--- config.mk ---
export PLATFORM = sky130hd
export DESIGN_NAME = sc_datamem_io
export DESIGN_NICKNAME = d
export VERILOG_FILES = /design/src/rtl/sc_datamem_io.sv
export SDC_FILE = /design/constraint.sdc
export NUM_CORES = 1
export LEC_CHECK = 0
export BUFFER_PORTS_ARGS = -buffer_cell sky130_fd_sc_hd__buf_2
export CAP_MARGIN = 20
export CORE_MARGIN = 3
export CORE_UTILIZATION = 40
export DETAILED_ROUTE_END_ITERATION = 8
export PLACE_DENSITY = 0.62
export SLEW_MARGIN = 20
export SYNTH_ARGS = -nofsm -noshare
export SYNTH_HDL_FRONTEND = slang
export SYNTH_HIERARCHICAL = 1
export SYNTH_SLANG_ARGS = --single-unit
--- constraint.sdc ---
create_clock -name clock -period 2.45 [get_ports clock]
set_input_delay 0 -clock clock [delete_from_list [all_inputs] [get_ports clock]]
set_output_delay 0 -clock clock [all_outputs]
set_load 0.01 [all_outputs]
--- src/rtl/sc_datamem_io.sv ---
// Data memory plus memory-mapped I/O for the single-cycle CPU: sub-word RAM stores,
// 32-bit output registers, synchronised input ports and a sticky input-change status.

module sc_datamem_in_lane #(
    parameter int W = 5
) (
    input  logic         clock,
    input  logic         resetn,
    input  logic [W-1:0] din,
    output logic [W-1:0] sync,
    output logic         changed
);
    logic [W-1:0] sync1, sync2, prev;

    always_ff @(posedge clock or negedge resetn) begin
        if (!resetn) begin
            sync1 <= '0;
            sync2 <= '0;
            prev  <= '0;
        end else begin
            sync1 <= din;
            sync2 <= sync1;
            prev  <= sync2;
        end
    end

    assign sync    = sync2;
    assign changed = (sync2 != prev);
endmodule

module sc_datamem_io #(
    parameter int DMEM_WORDS_LOG2 = 5,
    parameter int IO_BIT          = 7,
    parameter int NUM_OUT         = 3,
    parameter int NUM_IN          = 2,
    parameter int IN_W            = 5
) (
    input  logic                    clock,
    input  logic                    resetn,
    input  logic [31:0]             addr,
    input  logic [31:0]             datain,
    input  logic                    we,
    input  logic [1:0]              size,
    output logic [31:0]             dataout,
    output logic [31:0]             mem_dataout,
    output logic [31:0]             io_read_data,
    output logic [NUM_OUT*32-1:0]   out_port,
    input  logic [NUM_IN*IN_W-1:0]  in_port,
    output logic                    io_event
);
    localparam int DEPTH = 1 << DMEM_WORDS_LOG2;

    logic [DMEM_WORDS_LOG2-1:0]       ram_idx;
    logic [4:0]                       k;
    logic                             is_io, ram_we, io_we;
    logic [3:0]                       be;
    logic [31:0]                      wdata;
    logic [31:0]                      mem [DEPTH];
    logic [NUM_OUT-1:0][31:0]         out_reg;
    logic [NUM_IN-1:0][IN_W-1:0]      in_sync;
    logic [NUM_IN-1:0]                changed, status, clr;
    logic                             unused_addr;

    assign ram_idx     = addr[DMEM_WORDS_LOG2+1:2];
    assign k           = addr[6:2];
    assign is_io       = addr[IO_BIT];
    assign ram_we      = we & ~is_io;
    assign io_we       = we & is_io;
    assign unused_addr = ^addr;

    // Sub-word stores replicate the datum across lanes and let the byte enables pick.
    always_comb begin
        be    = 4'b1111;
        wdata = datain;
        case (size)
            2'b01: begin
                be    = addr[1] ? 4'b1100 : 4'b0011;
                wdata = {2{datain[15:0]}};
            end
            2'b10: begin
                be    = 4'b0001 << addr[1:0];
                wdata = {4{datain[7:0]}};
            end
            default: ;
        endcase
    end

    always_ff @(posedge clock) begin
        if (ram_we) begin
            for (int b = 0; b < 4; b++)
                if (be[b]) mem[ram_idx][8*b +: 8] <= wdata[8*b +: 8];
        end
    end

    assign mem_dataout = mem[ram_idx];

    for (genvar j = 0; j < NUM_IN; j++) begin : g_in
        sc_datamem_in_lane #(.W(IN_W)) u_lane (
            .clock   (clock),
            .resetn  (resetn),
            .din     (in_port[IN_W*j +: IN_W]),
            .sync    (in_sync[j]),
            .changed (changed[j])
        );
    end

    assign clr = (io_we && k == 5'd31) ? datain[NUM_IN-1:0] : '0;

    // Set is OR'd in after the clear mask so a same-cycle change survives a clear.
    always_ff @(posedge clock or negedge resetn) begin
        if (!resetn) begin
            out_reg <= '0;
            status  <= '0;
        end else begin
            for (int i = 0; i < NUM_OUT; i++)
                if (io_we && k == 5'(i)) out_reg[i] <= datain;
            status <= (status & ~clr) | changed;
        end
    end

    always_comb begin
        io_read_data = '0;
        for (int i = 0; i < NUM_OUT; i++)
            if (k == 5'(i)) io_read_data = out_reg[i];
        for (int j = 0; j < NUM_IN; j++)
            if (k == 5'(16 + j)) io_read_data = 32'(in_sync[j]);
        if (k == 5'd31) io_read_data = 32'(status);
    end

    assign dataout  = is_io ? io_read_data : mem_dataout;
    assign out_port = out_reg;
    assign io_event = |status;
endmodule

==> metrics.md <==
| Metric | Value |
|---|---|
| Antenna Nets Post-Route | `0` |
| Failing checks | `setup timing` |
| CP max-delay cell | `edfxtp_1` |
| Port bufs | `247` |
| Synth Flop Type | `edfxtp_1` |
| WL/cell | `28.0 um` |
| Final Wtd Congestion | `0.866` |
| Worst slew pin tran | `0.921 ns` |
| GRT met2 Usage | `0.357` |
| Fmax | `406 MHz` |
| Post-layout worst setup margin | `-0.0101 ns` |
| Fraction of registers with async set/reset | `0.111` |
| Die W | `345 um` |
| Period utilization | `1.00` |
| DRT Pass-1 Iters | `6` |
| Area growth syn-to-layout | `23.6%` |
| Final setup viols | `2` |
| RSZ-0062 raised after global routing | `yes` |
| CP Max Fanout | `2` |
| Avg Cell Area, Syn | `16.6 um2` |
| DR vias | `28,505` |
| Sequential area share after synthesis | `0.738` |
| # IOs | `272` |
| Std-Cell Rows | `123` |
| Power Total | `0.0430 W` |
| Cell Area, Synth | `46,000 um2` |
| Synth Register Bits | `1,152` |
| Largest net degree at the start of global routing | `55` |
| Post-Route WL | `139,000 um` |
| Grt met1 use | `0.329` |
| Worst rel slew slack | `0.384` |
| Core area | `113,000 um2` |
| CP Buf/Inv Count | `2` |
| Clock Pin Slew Worst Setup and Hold Paths | `0.06 ns` |
| CP Cell Sequence | `mux2i_2 > o22ai_2 > nor4_4 > nand2_1 > buf_6 > mux2_4 > buf_6` |
| CTS HTree Levels | `3` |
| Fin Setup TNS | `-0.0115 ns` |
| Hpwl dp | `94,500 um` |
| Global-route track usage on met3 | `0.0349` |
| Post-synthesis compound-gate area fraction | `0.0558` |
| CP most frequent cell | `buf_6` |
| Post-synthesis adder-cell area fraction | `0.000544` |
| Synth unique cells | `54` |
| Pins Over Slew Limit | `0` |
| Maximum vdd ir drop | `0.563 mV` |
| Number of synthesized flops with an enable pin | `1,024` |
| Later-pin clock latency in the skew report | `0.68 ns` |
| Final Hold Fails | `0` |
| Status | `finished, violations left` |
| CP required | `2.45 ns` |
| Mapped Nets | `2,854` |
| Lkg Pwr | `20.9 nW` |
| Portion of netlist area occupied by mux cells | `0.143` |
| DR vias/cell | `5.73` |
| Hold crit path type | `in2reg` |
| Total gr overflow | `0` |
| Share of cells above drive strength 1 | `0.315` |
| Nets | `3,462` |
| Die height | `345 um` |
| Initial antenna violation count | `7` |
| XOR/XNOR share of the synthesized area | `0.00190` |
| CTS tree | `built` |
| Synth Area in Simple Gates | `0.0401` |
| GRT busiest layer | `met2` |
| Initial core utilization | `0.406` |
| Final Skew | `0.00681 ns` |
| GR Util All Layers | `0.227` |
| Clock tree buffer depth | `3` |
| Root buf cell | `clkbuf_16` |
| Number of CTS-inserted buffers | `109` |
| Crit path DAT | `2.46 ns` |
| DRC viols | `0` |
| Ys Warns | `6` |
| Cells after synthesis | `2,773` |
| Number of max-cap violations | `0` |
| Die ar. | `119,000 um2` |
| Slowest cell delay on critical path | `0.38 ns` |
| Final min period | `2.46 ns` |
| Vias in the first global route | `27,186` |
| Kind of start point of the critical path | `flip-flop` |
| Sink Count | `1,152` |
| Largest delay share family, worst path | `multiplexers` |
| Power Dens Cells | `756 nW/um2` |
| 1st-iter DRT viols | `3,715` |
| Final Core Density | `0.502` |
| Largest family of logic cells by synthesized area | `multiplexers` |
| Crit. End Element | `output port` |
| Global-route wire length before repair | `198,000 um` |
| Crit Path Class | `reg2out` |
[path summary, 6_finish.rpt]
path                                               from                endpoint  cells after the start  slack (ns)
worst max-delay path                        mem[15][22]             dataout[22]                      7       -0.01
worst min register to register  g_in[1].u_lane/sync1[0]  g_in[1].u_lane/sync[0]                      0        0.35
worst min-delay path                            addr[7]              mem[21][9]                      4        0.07
worst max register to register   g_in[0].u_lane/sync[4]               status[0]                      4        1.25
min in group asynchronous                        resetn            out_port[38]                      4        0.52
max in group asynchronous                        resetn            out_port[12]                      4        1.63
[placed cells by master, fill, tap and decap left out, types with 35 or more instances in the layout]
| cell | Yosys | final |
|---|---|---|
| buf_12 | 0 | 41 |
| buf_2 | 105 | 237 |
| buf_4 | 3 | 336 |
| clkbuf_1 | 62 | 35 |
| clkbuf_16 | 0 | 112 |
| dfrtp_1 | 128 | 128 |
| dlygate4sd3_1 | 0 | 55 |
| edfxtp_1 | 1024 | 1024 |
| mux2_2 | 104 | 99 |
| mux2i_1 | 512 | 464 |
| mux2i_2 | 0 | 41 |
| nand2_1 | 107 | 87 |
| nor2_1 | 124 | 122 |
| o21ai_0 | 78 | 62 |
| o22ai_1 | 256 | 222 |
[worst register-to-register path, cell delays in order, from the launching register on]
cell	delay, ns
dfrtp_1	0.44
xor2_1	0.17
nor3_1	0.18
nand3_1	0.13
a21o_1	0.17
[state kept, by name, summed over array words and instances, names as in the netlist]
register	flops
g_in.u_lane/sync1	10
status	2
mem	1024
out_port	96
g_in.u_lane/prev	10
g_in.u_lane/sync	10
[Yosys cell counts, types with 9 or more instances]
| cell | instances | area share |
|---|---|---|
| a22oi_2 | 13 | 0.0035 |
| clkbuf_1 | 62 | 0.0051 |
| inv_1 | 9 | 0.00073 |
| mux2_2 | 104 | 0.025 |
| buf_6 | 11 | 0.0027 |
| nor3_1 | 18 | 0.0020 |
| nor2b_1 | 9 | 0.0012 |
| buf_2 | 105 | 0.011 |
| o22ai_1 | 256 | 0.035 |
| dfrtp_1 | 128 | 0.070 |
| nor4_1 | 66 | 0.0090 |
| edfxtp_1 | 1024 | 0.67 |
| a22oi_1 | 22 | 0.0036 |
| nor2_1 | 124 | 0.010 |
| nand2_1 | 107 | 0.0087 |
| mux2i_1 | 512 | 0.11 |
| o21ai_0 | 78 | 0.0085 |
| mux2_1 | 22 | 0.0054 |
[report_power, final]
group          leakage (nW)  internal, W  total, W  switching [W]
registers              10.3       0.0219    0.0222       0.000229
logic                  8.84      0.00148   0.00390        0.00243
clock network          1.74      0.00981    0.0169        0.00713
total                  20.9       0.0332    0.0430        0.00978
[logic make-up (layout without fill, tap and decap cells)]
group,Yosys count,count (layout)
xor+xnor,10,10
fa+ha+maj,2,2
mux,640,640
compound gates,399,399
simple gates,376,376
buf+inv,194,896
flops,1152,1152
other cells,0,3
[metal layers]
layer	part of all wire	vias up
li1	-	12164
met1	0.41	14621
met2	0.47	1493
met3	0.095	225
met4	0.030	2
met5	0.000050	-
[through the flow]
step	hold slack, ns	area, um2	worst slack, ns	cells
4_1_cts	0.0336	56400	-0.0559	4971
2_1_floorplan	-0.296	46000	-0.0327	2773
5_1_grt	0.0653	56900	-0.179	4975
3_5_place_dp	0.0288	51600	-0.128	4704
3_3_place_gp	0.0296	51600	-0.304	4704
6_report	0.0713	56900	-0.0101	4978
[area by class of cell]
cell class	count	area (um2)
sequential	1152	34000
multi-input combinational	1427	12200
clock buffer	153	3000
tap	1500	1880
timing repair buffer	682	5250
antenna	3	7.51
clock inverter	52	594
fill	9513	56400
inverter	9	33.8
[timing repair]
action	CTS	global route
buffers inserted	7	5
hold buffers	56	0
pin swaps	49	48
setup endpoints to repair	38	34
resized for setup	110	76
gates cloned	0	0
hold endpoints to repair	425	0
No activity file was read; power rests on OpenSTA's default activity.
